**src/rtl/ising_anneal_ctrl_pkg.sv**
```systemverilog
// Shared constants, state encoding and payload types for the Ising anneal sequencer.
// Holds the weight geometry, the neutral weight level and the pair-index mapping.
package ising_anneal_ctrl_pkg;

    localparam int unsigned N             = 3;
    localparam int unsigned NUM_WEIGHTS   = 5;
    localparam int unsigned RESET_CYCLES  = 16;
    localparam int unsigned RUN_W         = 16;
    localparam int unsigned SAMPLE_CYCLES = 64;

    localparam int unsigned WBITS     = $clog2(NUM_WEIGHTS);
    localparam int unsigned NPAIR     = N * (N - 1) / 2;
    localparam int unsigned PAIR_AW   = (NPAIR > 1) ? $clog2(NPAIR) : 1;
    localparam int unsigned VCNT_W    = $clog2(SAMPLE_CYCLES + 1);
    localparam int unsigned CNT_W     = RUN_W + 2;
    localparam int unsigned NEUTRAL_W = NUM_WEIGHTS / 2;

    typedef enum logic [2:0] {
        IDLE   = 3'd0,
        HOLD   = 3'd1,
        RUN    = 3'd2,
        SAMPLE = 3'd3,
        DONE   = 3'd4
    } state_t;

    typedef struct packed {
        logic [PAIR_AW-1:0] addr;
        logic [WBITS-1:0]   data;
    } cfg_word_t;

    // Upper-triangle row-major index of pair (i,j), i<j.
    function automatic int unsigned pair_idx(input int unsigned i, input int unsigned j);
        return i * (2 * N - i - 1) / 2 + (j - i - 1);
    endfunction

endpackage

```
**src/rtl/ising_anneal_ctrl_if.sv**
```systemverilog
// Host-side bus of the anneal sequencer: weight config, run start/busy and result handshake.
interface ising_anneal_ctrl_if;
    import ising_anneal_ctrl_pkg::*;

    logic               cfg_valid;
    logic               cfg_ready;
    logic [PAIR_AW-1:0] cfg_addr;
    logic [WBITS-1:0]   cfg_data;
    logic               start;
    logic [RUN_W-1:0]   run_cycles;
    logic               busy;
    logic               res_valid;
    logic               res_ready;
    logic [N-1:0]       res_spins;

    modport master (
        output cfg_valid, cfg_addr, cfg_data, start, run_cycles, res_ready,
        input  cfg_ready, busy, res_valid, res_spins
    );

    modport slave (
        input  cfg_valid, cfg_addr, cfg_data, start, run_cycles, res_ready,
        output cfg_ready, busy, res_valid, res_spins
    );

endinterface

```
**src/rtl/ising_phase_vote.sv**
```systemverilog
// Per-spin phase vote: counts sample cycles where a differs from the reference spin
// and reports anti-phase when the count exceeds half the window (ties vote in-phase).
module ising_phase_vote
    import ising_anneal_ctrl_pkg::*;
(
    input  logic clk,
    input  logic rst,
    input  logic clear,
    input  logic enable,
    input  logic a,
    input  logic base,
    output logic vote
);

    logic [VCNT_W-1:0] count;

    always_ff @(posedge clk or posedge rst) begin
        if (rst) begin
            count <= '0;
        end else if (clear) begin
            count <= '0;
        end else if (enable && (a != base)) begin
            count <= count + VCNT_W'(1);
        end
    end

    assign vote = (count > VCNT_W'(SAMPLE_CYCLES / 2));

endmodule

```
**src/rtl/ising_anneal_ctrl.sv**
```systemverilog
// Run sequencer for the coupled-oscillator Ising array: weight registers, array reset,
// one anneal per start. Define ISING_SYNC_EN to add a 2-flop synchronizer on core_out.
module ising_anneal_ctrl
    import ising_anneal_ctrl_pkg::*;
(
    input  logic                   clk,
    input  logic                   rst,
    ising_anneal_ctrl_if.slave     bus,
    output logic                   core_rstn,
    output logic [NPAIR*WBITS-1:0] core_weights,
    input  logic [N-1:0]           core_out
);

    state_t           state;
    logic [CNT_W-1:0] cnt;
    logic [CNT_W-1:0] run_len;
    logic [N-1:0]     phase_c;
    logic [N-1:0]     votes_c;
    logic             sample_clr_c;
    logic             sample_en_c;
    logic             cfg_wr_c;
    cfg_word_t        cfg_w_c;

`ifdef ISING_SYNC_EN
    // Synchronizer delay is absorbed by stretching RUN so the window sees settled data.
    localparam int unsigned RUN_EXTRA = 2;
    logic [N-1:0] sync1;
    logic [N-1:0] sync2;

    always_ff @(posedge clk or posedge rst) begin
        if (rst) begin
            sync1 <= '0;
            sync2 <= '0;
        end else begin
            sync1 <= core_out;
            sync2 <= sync1;
        end
    end

    assign phase_c = sync2;
`else
    localparam int unsigned RUN_EXTRA = 0;
    assign phase_c = core_out;
`endif

    assign cfg_w_c  = '{addr: bus.cfg_addr, data: bus.cfg_data};
    assign cfg_wr_c = bus.cfg_valid && bus.cfg_ready;

    // Counters clear on the edge that enters SAMPLE, and count on every SAMPLE edge.
    always_comb begin
        sample_clr_c = 1'b0;
        sample_en_c  = 1'b0;
        case (state)
            HOLD:    sample_clr_c = (cnt == CNT_W'(RESET_CYCLES - 1)) && (run_len == '0);
            RUN:     sample_clr_c = ((cnt + CNT_W'(1)) == run_len);
            SAMPLE:  sample_en_c  = 1'b1;
            default: sample_clr_c = 1'b0;
        endcase
    end

    assign votes_c[0] = 1'b0;

    for (genvar i = 1; i < N; i++) begin : g_vote
        ising_phase_vote u_vote (
            .clk    (clk),
            .rst    (rst),
            .clear  (sample_clr_c),
            .enable (sample_en_c),
            .a      (phase_c[i]),
            .base   (phase_c[0]),
            .vote   (votes_c[i])
        );
    end

    // Sequencer and all registered host/array outputs.
    always_ff @(posedge clk or posedge rst) begin
        if (rst) begin
            state         <= IDLE;
            cnt           <= '0;
            run_len       <= '0;
            core_rstn     <= 1'b0;
            core_weights  <= {NPAIR{WBITS'(NEUTRAL_W)}};
            bus.cfg_ready <= 1'b1;
            bus.busy      <= 1'b0;
            bus.res_valid <= 1'b0;
            bus.res_spins <= '0;
        end else begin
            case (state)
                IDLE: begin
                    if (cfg_wr_c) begin
                        for (int unsigned p = 0; p < NPAIR; p++) begin
                            if (cfg_w_c.addr == PAIR_AW'(p)) begin
                                core_weights[p*WBITS +: WBITS] <= cfg_w_c.data;
                            end
                        end
                    end
                    if (bus.start) begin
                        run_len       <= CNT_W'(bus.run_cycles) + CNT_W'(RUN_EXTRA);
                        cnt           <= '0;
                        state         <= HOLD;
                        bus.cfg_ready <= 1'b0;
                        bus.busy      <= 1'b1;
                    end
                end
                HOLD: begin
                    if (cnt == CNT_W'(RESET_CYCLES - 1)) begin
                        cnt       <= '0;
                        core_rstn <= 1'b1;
                        state     <= (run_len == '0) ? SAMPLE : RUN;
                    end else begin
                        cnt <= cnt + CNT_W'(1);
                    end
                end
                RUN: begin
                    if ((cnt + CNT_W'(1)) == run_len) begin
                        cnt   <= '0;
                        state <= SAMPLE;
                    end else begin
                        cnt <= cnt + CNT_W'(1);
                    end
                end
                SAMPLE: begin
                    if (cnt == CNT_W'(SAMPLE_CYCLES - 1)) begin
                        cnt       <= '0;
                        core_rstn <= 1'b0;
                        state     <= DONE;
                    end else begin
                        cnt <= cnt + CNT_W'(1);
                    end
                end
                DONE: begin
                    // First DONE cycle latches the votes once the final count has settled.
                    if (!bus.res_valid) begin
                        bus.res_valid <= 1'b1;
                        bus.res_spins <= votes_c;
                    end else if (bus.res_ready) begin
                        bus.res_valid <= 1'b0;
                        bus.cfg_ready <= 1'b1;
                        bus.busy      <= 1'b0;
                        state         <= IDLE;
                    end
                end
                default: begin
                    state         <= IDLE;
                    core_rstn     <= 1'b0;
                    bus.cfg_ready <= 1'b1;
                    bus.busy      <= 1'b0;
                    bus.res_valid <= 1'b0;
                end
            endcase
        end
    end

endmodule

```
**src/flat_wrapper.sv**
```systemverilog
// flat-port wrapper written by rule: the top's interface ports become plain ports
module ising_anneal_ctrl_flat import ising_anneal_ctrl_pkg::*;
  (clk, rst, core_rstn, core_weights, core_out, bus_cfg_valid, bus_cfg_addr, bus_cfg_data, bus_start, bus_run_cycles, bus_res_ready, bus_cfg_ready, bus_busy, bus_res_valid, bus_res_spins);
  ising_anneal_ctrl_if bus_i ();
  input  logic clk;
  input  logic rst;
  output logic core_rstn;
  output logic [NPAIR*WBITS-1:0] core_weights;
  input  logic [N-1:0] core_out;
  input wire logic [$bits(bus_i.cfg_valid)-1:0] bus_cfg_valid;
  input wire logic [$bits(bus_i.cfg_addr)-1:0] bus_cfg_addr;
  input wire logic [$bits(bus_i.cfg_data)-1:0] bus_cfg_data;
  input wire logic [$bits(bus_i.start)-1:0] bus_start;
  input wire logic [$bits(bus_i.run_cycles)-1:0] bus_run_cycles;
  input wire logic [$bits(bus_i.res_ready)-1:0] bus_res_ready;
  output wire logic [$bits(bus_i.cfg_ready)-1:0] bus_cfg_ready;
  output wire logic [$bits(bus_i.busy)-1:0] bus_busy;
  output wire logic [$bits(bus_i.res_valid)-1:0] bus_res_valid;
  output wire logic [$bits(bus_i.res_spins)-1:0] bus_res_spins;
  assign bus_i.cfg_valid = bus_cfg_valid;
  assign bus_i.cfg_addr = bus_cfg_addr;
  assign bus_i.cfg_data = bus_cfg_data;
  assign bus_i.start = bus_start;
  assign bus_i.run_cycles = bus_run_cycles;
  assign bus_i.res_ready = bus_res_ready;
  assign bus_cfg_ready = bus_i.cfg_ready;
  assign bus_busy = bus_i.busy;
  assign bus_res_valid = bus_i.res_valid;
  assign bus_res_spins = bus_i.res_spins;
  ising_anneal_ctrl u_core (.clk(clk), .rst(rst), .bus(bus_i), .core_rstn(core_rstn), .core_weights(core_weights), .core_out(core_out));
endmodule
```
**config.mk**
```make
export PLATFORM = sky130hd
export DESIGN_NAME = ising_anneal_ctrl_flat
export DESIGN_NICKNAME = d
export VERILOG_FILES = /design/src/rtl/ising_anneal_ctrl_pkg.sv /design/src/rtl/ising_anneal_ctrl_if.sv /design/src/rtl/ising_phase_vote.sv /design/src/rtl/ising_anneal_ctrl.sv /design/src/flat_wrapper.sv
export SDC_FILE = /design/constraint.sdc
export NUM_CORES = 1
export LEC_CHECK = 0
export CAP_MARGIN = 20
export CORE_MARGIN = 3
export CORE_UTILIZATION = 60
export CTS_BUF_LIST = sky130_fd_sc_hd__clkbuf_8
export DETAILED_ROUTE_END_ITERATION = 16
export DONT_BUFFER_PORTS = 1
export PLACE_DENSITY_LB_ADDON = 0.2
export SLEW_MARGIN = 20
export SYNTH_ARGS = -nofsm -noshare
export SYNTH_HDL_FRONTEND = slang
export SYNTH_SLANG_ARGS = --single-unit
```
**constraint.sdc**
```tcl
create_clock -name clk -period 4.8 [get_ports clk]
set_input_delay 0.24 -clock clk [delete_from_list [all_inputs] [get_ports clk]]
set_output_delay 0.24 -clock clk [all_outputs]
set_load 0.05 [all_outputs]
```
==> run_results.csv <==
group,metric,value,unit
yosys,seq_area_frac_synth,42.3,%
timing,period_minus_slack,3.64,ns
route,met2_length,4100,um
yosys,synthMuxAreaShare,7.67,%
clock_network,cts.sinks,66,
yosys,synth_top_area_share,39.6,%
route,vias_per_cell,6.62,
route,detail_route.wl_per_cell,19.1,um
clock_network,cts_setup_buffers,0,
yosys,ys_ff_latch,66,
yosys,syn_nets,432,
yosys,synth_top_flop_cell,"dfrtp_1",
worst_hold_path,hold_class,"input port to asynchronous set/reset pin",
die,row_count,28,
yosys,async_flop_share,100,%
finish,final_common_cell,"dfrtp_1",
finish,nNetsFinal,422,
worst_setup_path,path_class,"flop to flop",
yosys,ys_top_cells_by_area,"dfrtp_1 40%, mux2_2 6.9%, o21ai_0 3.8%",
yosys,yosysTopAreaCell,"dfrtp_1",
timing,worst_pin_slew,1.12,ns
route,highest_layer,"met4",
route,ant_nets,0,
worst_setup_path,crit_required,4.97,ns
placement,portBuffers,0,
power,p_leak,1.65,nW
route,finalWirelength,8950,um
flow_run,drv_cap,0,
yosys,synth_compound_area_share,15.4,%
clock_network,hold_buffers,0,
yosys,synth_fa_ha_area_share,1.60,%
worst_setup_path,reg2reg_from,"u_core.cnt[0]$_DFFE_PP0P_",
timing,rsz0062_at_grt,"false",
route,wl_met3,735,um
worst_setup_path,cp.arrival,3.80,ns
die,die-area,0.00753,mm^2
global_route,grt_pass1_vias,3024,
worst_setup_path,cp_max_fo,11,
clock_network,cts_max_path_buffers,2,
timing,tns,0,ns
power,ir_worst_vdd,0.360,mV
clock_network,numCtsBuffers,9,
clock_network,insertion_delay,0.34,ns
route,num_vias,3099,
worst_setup_path,reg2reg_to,"u_core.cnt[0]$_DFFE_PP0P_",
worst_setup_path,reg2reg_depth,8,
finish,n_antenna_cell,0,
die,die_h,86.8,um
timing,clock-skew-final,0.0106,ns
yosys,synth_warnings,0,
timing,max_slew_margin,25.2,%
timing,setup_viol,0,
global_route,grt_max_degree,67,
die,initial_utilization,63.8,%
finish,mostFrequentLayoutCells,"62 x dfrtp_1, 36 x nand2_1, 30 x o21ai_0, 27 x nor2_1, 24 x mux2_2",
worst_setup_path,crit_path_end_kind,"flop",
worst_setup_path,start_kind,"flop",
timing,hold_violations,0,
clock_network,path_clk_slew,0.07,ns
placement,dp_hpwl,6420,um
global_route,gr-usage-all-layers,25.2,%
worst_setup_path,r2r_slack,1.16,ns
timing,period_share,75.8,%
global_route,antenna_found_initial,0,
yosys,netlist_area,0.00391,mm^2
route,first_iter_violations,276,
route,m1WireLength,3950,um
route,drc_errors,0,
die,ioPinCount,45,
clock_network,cts_root_buffer,"clkbuf_8",
outcome,status,"complete, no violations",
yosys,synthCells,398,
timing,max_freq,275,MHz
clock_network,cts_resized,0,
finish,drive_above_1_share,17.8,%
global_route,overflow,0,
route,firstDrtPassIters,6,
global_route,grt_pass1_wl,14800,um
yosys,synth_simple_gate_area_share,21.9,%
finish,area_growth,5.27,%
yosys,post_synth_xor_area_fraction,6.71,%
power,power.density,552,mW/mm^2
clock_network,tritoncts,"built",
placement,placed_cells,452,
die,core,0.00613,mm^2
timing,slew_violations,0,
yosys,synth_edf_count,0,
finish,stdcell_count,468,
clock_network,htree_levels,3,
yosys,synth_cell_types,62,
yosys,synth_top_family_by_area,"simple AND/OR/NAND/NOR gates",
placement,gp_congestion,0.930,
yosys,syn_area_per_cell,9.83,um^2
die,fp.dieW,86.8,um
-- worst max-delay path: stages, from the launching register on --
cell	delay [ns]
dfrtp_1	0.47
ha_1	0.30
nand3_1	0.34
or4_4	0.66
a32o_1	0.25
nor4_4	0.14
nand4_2	0.18
a21oi_1	0.94
mux2i_1	0.18
-- per-layer routing --
metal / vias up / GRT usage, %
met1: 1501 / 35.7
met2: 142 / 38.0
met4: 0 / 9.49
met3: 16 / 5.61
met5: - / 0
li1: 1440 / -
-- metrics by stage --
stage | hold WS, ns | utilization (%) | worst slack [ns] | cell area, um^2 | power [mW]
2_1_floorplan | 0.357 | - | 2.16 | 3910 | 1.60
6_report | 0.0241 | 67.2 | 1.16 | 4120 | 2.27
5_1_grt | 0.0322 | 67.2 | 0.903 | 4120 | 2.41
3_3_place_gp | 0.369 | 63.7 | 1.33 | 3900 | 1.74
3_5_place_dp | 0.394 | 63.7 | 1.23 | 3900 | 1.76
4_1_cts | 0.0290 | 67.2 | 1.20 | 4120 | 2.28
-- cell type report --
| cell class | instances | area (um^2) |
|---|---|---|
| inverters | 13 | 48.8 |
| fillers | 480 | 2010 |
| flip-flops and latches | 66 | 1660 |
| well taps | 75 | 93.8 |
| repair buffers | 2 | 15.0 |
| clock inverters | 7 | 92.6 |
| multi-input cells | 296 | 2090 |
| clock buffers | 9 | 124 |
-- cell families (layout without fill, tap and decap cells) --
logic type               count (synthesis)  count (layout)
multiplexers                            27              27
AND/OR/NAND/NOR                        148             148
AO/OA/AOI/OAI                           85              85
other                                    1               1
buffers and inverters                   36              31
adder cells (fa/ha/maj)                  5               5
flip-flops                              66              66
XOR/XNOR                                30              30
-- synth_stat cells (all sizes together) (7+ instances only) --
cell	n
dfrtp	62
xor2	16
nor4	14
o22ai	7
nand4	12
buf	12
mux2	24
a21oi	16
xnor2	14
nand3	12
nand2	36
clkbuf	11
inv	13
nor2	27
o21ai	31
-- state kept, by name, summed over array words and instances, names as in the netlist --
name,flops
u_core.cnt,18
u_core.bus.res_valid,1
u_core.state,3
u_core.bus.busy,1
u_core.core_rstn,1
u_core.g_vote.u_vote.count,14
u_core.bus.res_spins,2
u_core.core_weights,9
u_core.run_len,16
u_core.bus.cfg_ready,1
-- where the power goes --
part	switching (mW)	internal (mW)
combinational	0.386	0.318
sequential	0.344	0.716
clock	0.220	0.291
-- how the worst max path moves through the flow --
stage                                         start                           to  slack (ns)  cells past startpoint
after floorplan           u_core.cnt[0]$_DFFE_PP0P_   u_core.cnt[15]$_DFFE_PP0P_        2.16                     10
after global placement    u_core.cnt[0]$_DFFE_PP0P_  u_core.state[0]$_DFFE_PP0P_        1.33                      8
after detailed placement  u_core.cnt[0]$_DFFE_PP0P_    u_core.cnt[0]$_DFFE_PP0P_        1.23                      8
after CTS                 u_core.cnt[0]$_DFFE_PP0P_    u_core.cnt[0]$_DFFE_PP0P_        1.20                      8
after global routing      u_core.cnt[0]$_DFFE_PP0P_    u_core.cnt[3]$_DFFE_PP0P_        0.90                      8
final                     u_core.cnt[0]$_DFFE_PP0P_    u_core.cnt[0]$_DFFE_PP0P_        1.16                      8
Note: power is estimated with default switching activity, not from simulation.
